**src/rtl/i2d_wb_arb_pkg.sv**
```systemverilog
// i2d_wb_arb_pkg: shared types for the i2d Wishbone arbiter.
// Holds the grant and state encodings, the master ids used by the
// round-robin history, and the request/response bundles.
package i2d_wb_arb_pkg;

  // Grant encodings as seen on gnt_o
  localparam logic [1:0] GNT_NONE = 2'b00;
  localparam logic [1:0] GNT_F    = 2'b01;
  localparam logic [1:0] GNT_D    = 2'b10;

  // State values equal the grant encoding so gnt_o is the state register
  typedef enum logic [1:0] {
    ST_IDLE  = GNT_NONE,
    ST_GNT_F = GNT_F,
    ST_GNT_D = GNT_D
  } arb_state_e;

  // Master ids for the round-robin history bit
  localparam logic MST_F = 1'b0;
  localparam logic MST_D = 1'b1;

  // Master-to-slave bundle
  typedef struct packed {
    logic [31:0] adr;
    logic [31:0] dat;
    logic [3:0]  sel;
    logic        we;
    logic        cyc;
    logic        stb;
  } wb_req_t;

  // Slave-to-master bundle
  typedef struct packed {
    logic [31:0] dat;
    logic        ack;
    logic        rty;
    logic        err;
  } wb_rsp_t;

  // Bus idle value: every field driven low
  function automatic wb_req_t wb_req_idle();
    wb_req_t r;
    r = '0;
    return r;
  endfunction

endpackage

```
**src/rtl/i2d_wb_arb_pick.sv**
```systemverilog
// i2d_wb_arb_pick: combinational arbitration between fetch and data.
// Ties go to D by default; with I2D_WB_ARB_RR_EN defined a tie goes to
// the master that did not hold the most recent grant.
import i2d_wb_arb_pkg::*;

module i2d_wb_arb_pick (
  input  logic       f_req,
  input  logic       d_req,
`ifdef I2D_WB_ARB_RR_EN
  input  logic       rr_last,
`endif
  output arb_state_e pick
);

  // Pick at most one requester; none requesting yields idle
  always_comb begin
    pick = ST_IDLE;
    if (f_req && d_req) begin
`ifdef I2D_WB_ARB_RR_EN
      pick = (rr_last == MST_D) ? ST_GNT_F : ST_GNT_D;
`else
      pick = ST_GNT_D;
`endif
    end else if (d_req) begin
      pick = ST_GNT_D;
    end else if (f_req) begin
      pick = ST_GNT_F;
    end
  end

endmodule

```
**src/rtl/i2d_wb_arb.sv**
```systemverilog
// i2d_wb_arb: two-master (fetch F, data D), one-slave Wishbone arbiter.
// Grant is registered; bus outputs are muxed combinationally from the
// owner. A waiting master sees rty while its cyc is high. The owner may
// complete MAX_HOLD transfers before it must hand over to a requesting
// peer, and handover only happens on a completed transfer or release.
// Optional: define I2D_WB_ARB_RR_EN for round-robin tie-breaking.
import i2d_wb_arb_pkg::*;

module i2d_wb_arb #(
  parameter int unsigned MAX_HOLD = 4
) (
  input  logic        clk,
  input  logic        rst,
  // fetch master
  input  logic [31:0] f_adr_i,
  input  logic        f_cyc_i,
  input  logic        f_stb_i,
  output logic [31:0] f_dat_o,
  output logic        f_ack_o,
  output logic        f_rty_o,
  output logic        f_err_o,
  // data master
  input  logic [31:0] d_adr_i,
  input  logic [31:0] d_dat_i,
  input  logic [3:0]  d_sel_i,
  input  logic        d_we_i,
  input  logic        d_cyc_i,
  input  logic        d_stb_i,
  output logic [31:0] d_dat_o,
  output logic        d_ack_o,
  output logic        d_rty_o,
  output logic        d_err_o,
  // shared bus
  output logic [31:0] adr_o,
  output logic [31:0] dat_o,
  output logic [3:0]  sel_o,
  output logic        we_o,
  output logic        cyc_o,
  output logic        stb_o,
  input  logic [31:0] dat_i,
  input  logic        ack_i,
  input  logic        rty_i,
  input  logic        err_i,
  output logic [1:0]  gnt_o
);

  localparam logic [7:0] HOLD_LAST = 8'(MAX_HOLD - 1);

  arb_state_e state, state_nx, pick;
  logic [7:0] hold_cnt, hold_nx;
  logic       xfer, hold_last;
  wb_req_t    f_req, d_req, bus_req;
  wb_rsp_t    bus_rsp, f_rsp, d_rsp;
`ifdef I2D_WB_ARB_RR_EN
  logic       rr_last;
`endif

  // Pack master requests; fetch is always a full-word read
  always_comb begin
    f_req     = wb_req_idle();
    f_req.adr = f_adr_i;
    f_req.sel = 4'hF;
    f_req.cyc = f_cyc_i;
    f_req.stb = f_stb_i;
    d_req     = wb_req_idle();
    d_req.adr = d_adr_i;
    d_req.dat = d_dat_i;
    d_req.sel = d_sel_i;
    d_req.we  = d_we_i;
    d_req.cyc = d_cyc_i;
    d_req.stb = d_stb_i;
  end

  assign bus_rsp.dat = dat_i;
  assign bus_rsp.ack = ack_i;
  assign bus_rsp.rty = rty_i;
  assign bus_rsp.err = err_i;

  // Bus side: owner drives everything, idle drives zeros
  always_comb begin
    bus_req = wb_req_idle();
    case (state)
      ST_GNT_F: bus_req = f_req;
      ST_GNT_D: bus_req = d_req;
      default:  bus_req = wb_req_idle();
    endcase
  end

  assign adr_o = bus_req.adr;
  assign dat_o = bus_req.dat;
  assign sel_o = bus_req.sel;
  assign we_o  = bus_req.we;
  assign cyc_o = bus_req.cyc;
  assign stb_o = bus_req.stb;

  // Master side: owner sees the slave unchanged, others see retry while cyc
  always_comb begin
    f_rsp     = '0;
    f_rsp.rty = f_cyc_i;
    d_rsp     = '0;
    d_rsp.rty = d_cyc_i;
    if (state == ST_GNT_F) f_rsp = bus_rsp;
    if (state == ST_GNT_D) d_rsp = bus_rsp;
  end

  assign f_dat_o = f_rsp.dat;
  assign f_ack_o = f_rsp.ack;
  assign f_rty_o = f_rsp.rty;
  assign f_err_o = f_rsp.err;
  assign d_dat_o = d_rsp.dat;
  assign d_ack_o = d_rsp.ack;
  assign d_rty_o = d_rsp.rty;
  assign d_err_o = d_rsp.err;

  i2d_wb_arb_pick u_pick (
    .f_req   (f_cyc_i),
    .d_req   (d_cyc_i),
`ifdef I2D_WB_ARB_RR_EN
    .rr_last (rr_last),
`endif
    .pick    (pick)
  );

  // A completed transfer (ack or err, never rty) is the only handover point
  assign xfer      = ack_i | err_i;
  assign hold_last = (hold_cnt == HOLD_LAST);

  // Next grant and hold counter
  always_comb begin
    state_nx = state;
    case (state)
      ST_IDLE: state_nx = pick;
      ST_GNT_F: begin
        if (!f_cyc_i)                           state_nx = pick;
        else if (d_cyc_i && xfer && hold_last)  state_nx = ST_GNT_D;
      end
      ST_GNT_D: begin
        if (!d_cyc_i)                           state_nx = pick;
        else if (f_cyc_i && xfer && hold_last)  state_nx = ST_GNT_F;
      end
      default: state_nx = ST_IDLE;
    endcase

    // Clear on any grant change; saturate while the peer stays quiet
    hold_nx = hold_cnt;
    if (state_nx != state || state_nx == ST_IDLE) hold_nx = '0;
    else if (xfer && !hold_last)                  hold_nx = hold_cnt + 8'd1;
  end

  // Grant, hold counter and round-robin history registers
  always_ff @(posedge clk) begin
    if (rst) begin
      state    <= ST_IDLE;
      hold_cnt <= '0;
`ifdef I2D_WB_ARB_RR_EN
      rr_last  <= MST_F;
`endif
    end else begin
      state    <= state_nx;
      hold_cnt <= hold_nx;
`ifdef I2D_WB_ARB_RR_EN
      if (state_nx == ST_GNT_F)      rr_last <= MST_F;
      else if (state_nx == ST_GNT_D) rr_last <= MST_D;
`endif
    end
  end

  assign gnt_o = state;

endmodule

```
**config.mk**
```make
export PLATFORM = sky130hd
export DESIGN_NAME = i2d_wb_arb
export DESIGN_NICKNAME = d
export VERILOG_FILES = /design/src/rtl/i2d_wb_arb_pkg.sv /design/src/rtl/i2d_wb_arb_pick.sv /design/src/rtl/i2d_wb_arb.sv
export SDC_FILE = /design/constraint.sdc
export NUM_CORES = 1
export LEC_CHECK = 0
export CORE_AREA = 4 4 109 111
export DETAILED_ROUTE_END_ITERATION = 6
export DIE_AREA = 0 0 113 115
export GPL_TIMING_DRIVEN = 0
export HOLD_SLACK_MARGIN = 0.05
export SKIP_LAST_GASP = 1
export SYNTH_ARGS = -nofsm -noshare
export SYNTH_HDL_FRONTEND = slang
export SYNTH_HIERARCHICAL = 1
export SYNTH_SLANG_ARGS = --single-unit
```
**constraint.sdc**
```tcl
create_clock -name clk -period 2.66 [get_ports clk]
set_clock_uncertainty 0.1 [all_clocks]
set_input_delay 0.266 -clock clk [delete_from_list [all_inputs] [get_ports clk]]
set_output_delay 0.266 -clock clk [all_outputs]
set_load 0.05 [all_outputs]
```
# Word-level counts from Yosys, hierarchy flattened
# Index checks and enable logic that the tools add are counted.
[word_totals]
register_bits = 10
wordCells = 30
[op_classes]
bitwise = 1
muxes = 11
eq_ne = 4
n_addsub = 1
n_reduce_logical = 11
[op_table]
columns = ["op", "count"]
rows = [
  ["one-hot mux 71 bit (2 select lines)", 1],
  ["two-way mux 35 bit", 2],
  ["two-way mux 2 bit", 6],
  ["adder 8 x 1 -> 8 bit (second input constant)", 1],
  ["== test 8 x 2 -> 1 bit (second input constant)", 1],
  ["logical AND 1 bit", 6],
  ["one-hot mux 2 bit (3 select lines)", 1],
  ["zero test 2 bit", 2],
  ["== test 2 x 1 -> 1 bit (second input constant)", 1],
  ["== test 2 bit (second input constant)", 1],
  ["inequality test 2 bit", 1],
  ["OR reduction 2 bit", 1],
  ["zero test 1 bit", 1],
  ["logical OR 1 bit", 1],
  ["two-way mux 1 bit", 1],
  ["bitwise OR 1 bit", 1],
]

# Logic depth before layout (Yosys ltp)
[depth]
ltp_word = 9
depth_mapped = 8
ltp_nobuf = 8

# By module
# Netlist, hierarchy kept.
[by_module_without_submodules]
columns = ["module", "instances", "cells_each", "seq_area_each_um2", "area_each_um2"]
rows = [
  ["i2d_wb_arb", 1, 275, 200.2, 1919.3],
  ["i2d_wb_arb_pick", 1, 2, 0.0, 10.0],
]

# Worst setup path after synthesis
# Ideal clock, no wire load.
[synth_timing]
path_type = "register to output"
from = "register state[0], in the netlist gnt_o[0]"
to = "output port adr_o[13]"
arrival_ns = 2.426
path_slack_ns = -0.132
path_stages_with_launch = 6
n_path_buf = 2
required_ns = 2.294
path_cell_list = "dfxtp_1 -> ha_1 -> clkbuf_1 -> clkbuf_1 -> a22oi_1 -> nor2b_1"
[synth_via]
elab_chain_cells = 2
word_cells_on_any_way = 3
cone_classes = "2 x eq/ne; 1 x mux"
[synth_rtl]
columns = ["element", "line_no", "rtl"]
rows = [
  ["start: declaration", "i2d_wb_arb.sv:49", "arb_state_e state, state_nx, pick;"],
  ["start signal: assignment", "i2d_wb_arb.sv:159", "state <= state_nx;"],
  ["== test 2 bit or == test 2 x 1 -> 1 bit (tied branches)", "i2d_wb_arb.sv:82", "case (state)"],
  ["one-hot mux 71 bit (2 select lines) *", "i2d_wb_arb.sv:82", ""],
  ["end: declaration", "i2d_wb_arb.sv:34", "output logic [31:0] adr_o,"],
]
# Mark *: on every way between the ends. The rest lies on a longest branch, timed or not.

# Worst setup path after layout
[layout_timing]
from = "register hold_cnt[0]"
to = "register hold_cnt[6]"
[layout_via]
elab_chain_cells = 8
word_cells_on_any_way = 15
cone_classes = "1 x add/sub; 2 x eq/ne; 5 x mux; 7 x reduce/logical"
[layout_rtl]
columns = ["element", "line_no", "rtl"]
rows = [
  ["start: declaration", "i2d_wb_arb.sv:50", "logic [7:0] hold_cnt, hold_nx;"],
  ["start signal: assignment", "i2d_wb_arb.sv:160", "hold_cnt <= hold_nx;"],
  ["== test 8 x 2 -> 1 bit", "i2d_wb_arb.sv:126", "assign hold_last = (hold_cnt == HOLD_LAST);"],
  ["logical AND 1 bit (on tied branches)", "i2d_wb_arb.sv:139, i2d_wb_arb.sv:135", ""],
  ["two-way mux 2 bit (on tied branches)", "i2d_wb_arb.sv:139, i2d_wb_arb.sv:135", ""],
  ["two-way mux 2 bit (on tied branches)", "i2d_wb_arb.sv:138, i2d_wb_arb.sv:134", ""],
  ["one-hot mux 2 bit (3 select lines)", "i2d_wb_arb.sv:131", "case (state)"],
  ["inequality test 2 bit or zero test 2 bit (tied branches)", "i2d_wb_arb.sv:146", "if (state_nx != state || state_nx == ST_IDLE) hold_nx = '0;"],
  ["logical OR 1 bit", "i2d_wb_arb.sv:146", ""],
  ["OR reduction 2 bit (no source line)", "--", ""],
]
# Parallel ways exist; a longest one is shown, timed or not.
# A chain may end at the register's enable or synchronous reset.

==> flow_summary.json <==
{
  "final_common_cell": "clkdlybuf4s50_1",
  "grt_usage_pct": 17.91,
  "grt_pass1_wl_microns": 18420,
  "post-place-ws_ps": -628.4,
  "syn_area_per_cell_sq_um": 6.965,
  "design_area_sq_mm": 0.005009,
  "grt_overflow": 0,
  "rows": 38,
  "cts_setup_buffers": 0,
  "critPathMostFrequentCell": "nor3_1",
  "cp_slowest_stage_delay_ps": 570,
  "hpwl_microns": 10790,
  "arrival_ps": 2590,
  "cts-root-buf": "clkbuf_8",
  "viasPerCell": 4.292,
  "drtAntennaViolNets": 0,
  "cp-start-kind": "register",
  "start_util_pct": 17.88,
  "synth_area_sq_mm": 0.001929,
  "final_cell_mix": "clkdlybuf4s50_1 (143), and2_1 (101), clkdlybuf4s15_2 (67), clkbuf_2 (49), nor2b_2 (38)",
  "vdd_drop_max_v": 0.0003214,
  "finalCriticalPeriod_ps": 2524,
  "fin_cells": 705,
  "clkTransAtPathRegs_ps": 50,
  "multi_input_area_sq_mm": 0.001748,
  "port_buffers": 284,
  "max_slew_margin_pct": 65.83,
  "die-height_microns": 115,
  "htree_levels": 1,
  "finalHoldViolCount": 0,
  "min_path_type": "register to register",
  "setup_ws_ps": 136.0,
  "synth.distinct_cells": 34,
  "avgRoutedWirePerCell_microns": 17.68,
  "drt_pass1_iterations": 4,
  "dr.first_iter.drc_count": 82,
  "route.detailed.drc": 0,
  "cts_buffers": 3,
  "fin_tns_setup_ps": 0,
  "die-area_sq_mm": 0.01300,
  "core_area_sq_mm": 0.01079,
  "antenna_found_initial": 0,
  "cp_top_family": "simple AND/OR/NAND/NOR gates",
  "outcome": "complete, no violations",
  "grt_pass1_vias": 3220,
  "drive_gt1_share_pct": 33.45,
  "grt_max_degree": 11,
  "areaGrowthSynthToFinish_pct": 159.6,
  "diodes": 0,
  "ys_warn_count": 6,
  "drt-total-wl_microns": 12460,
  "fill_cells": 1088,
  "place_inst": 701,
  "synth_edf_count": 0,
  "leakage_uw": 0.002043,
  "fmax_mhz": 396.2,
  "ios": 285,
  "syn-instance-count": 277,
  "worstSetupPathType": "register to register",
  "crit_required_ps": 2720,
  "fin_crit_sh_pct": 94.89,
  "maxCapViolCount": 0,
  "cp_slowest_cell": "or4_4",
  "regArea_sq_um": 205.2,
  "clock_latency_ps": 240,
  "path_cells": "ha_2 -> or4b_4 -> or4_4 -> a31oi_4 -> nor3_1 -> a21o_2 -> nor3_1",
  "path_buf_inv": 0,
  "clock-sinks": 10,
  "async_flop_share_pct": 0,
  "synth_nets": 424,
  "gp_congestion": 0.8042,
  "critPathMaxFanout": 8,
  "tightest_slew_ps": 505.5,
  "ys_ff_latch": 10,
  "crit_path_end_kind": "register",
  "place_area_sq_mm": 0.005042,
  "die_x_microns": 113,
  "finalSetupViolCount": 0,
  "cts_tree": "yes",
  "seq_area_frac_synth_pct": 10.38,
  "synth-main-ff-cell": "dfxtp_1",
  "power.total_uw": 1380,
  "nets": 713,
  "slew_viol_final": 0,
  "powerDensity_mw_per_mm2": 275.5,
  "vias": 3026,
  "cts_buffer_depth": 2
}
## metal layers
layer  track usage, %  vias to the layer above  share of wire, %
met3            6.421                        6               8.9
met5                0                        -                 0
li1                 -                     1515                 -
met4            1.683                        0              0.61
met1            20.72                     1378                39
met2            32.94                      127                52
## cell usage after synthesis (2+ instances only)
library cell | number | area, sq um
a21oi_1 | 4 | 20.02
a22oi_1 | 34 | 255.2
and2_1 | 101 | 631.9
and3_1 | 2 | 12.51
buf_1 | 2 | 7.510
clkbuf_1 | 23 | 86.33
dfxtp_1 | 10 | 200.2
ha_1 | 5 | 62.56
inv_1 | 2 | 7.510
mux2_2 | 4 | 45.04
nand2_1 | 5 | 18.77
nand4_1 | 4 | 25.02
nor2_1 | 4 | 15.01
nor2b_1 | 41 | 256.5
nor3_1 | 9 | 45.04
o21ai_0 | 4 | 20.02
xor2_1 | 6 | 52.55
## timing repair
item / in CTS / in global routing
gates resized for setup: 319 / 88
setup endpoints to repair: 148 / 145
hold buffers: 0 / 0
gates cloned: 0 / 0
pin swaps: 0 / 2
## logic make-up after synthesis
logic type,share of synthesized area [%]
adder cells (fa/ha/maj),3.243
XOR/XNOR,3.178
AND/OR/NAND/NOR,54.99
multiplexers,2.853
buffers and inverters,5.253
AO/OA/AOI/OAI,20.10
flip-flops,10.38
## where the power goes
group          internal (uW)  switching [uW]
clock                    130            60.9
sequential               155            7.23
combinational            425             602
total                    709             670
## stage by stage
stage	hold slack (ps)	utilization (%)
floorplan	238.4	-
global placement	442.2	46.72
detailed placement	436.2	46.72
CTS	454.6	47.65
global route	479.4	46.41
finish	450.8	46.41
## worst paths after layout
| kind | from | to | slack, ps | cells past startpoint |
|---|---|---|---|---|
| worst min-delay path | hold_cnt[7] | hold_cnt[7] | 450 | 2 |
| worst min register to register | hold_cnt[7] | hold_cnt[7] | 450 | 2 |
| worst max-delay path | hold_cnt[0] | hold_cnt[6] | 140 | 7 |
| worst max register to register | hold_cnt[0] | hold_cnt[6] | 140 | 7 |
## final cells by class
cell class / count / share of cell area (%)
clock buffers: 4 / 1.099
inverters: 2 / 0.1499
repair buffers: 284 / 53.86
well taps: 140 / 3.497
flip-flops and latches: 10 / 4.097
plain buffers: 25 / 2.398
multi-input cells: 240 / 34.90
## registers in the layout (all words and copies together), names as in the netlist
register  flops
gnt_o         2
hold_cnt      8
## worst reg2reg max path: stages, from the launching register on
cell     delay [ps]
dfxtp_2         370
ha_2            220
or4b_4          480
or4_4           570
a31oi_4         180
nor3_1           70
a21o_2          280
nor3_1          170
No activity file was read; power rests on OpenSTA's default activity.
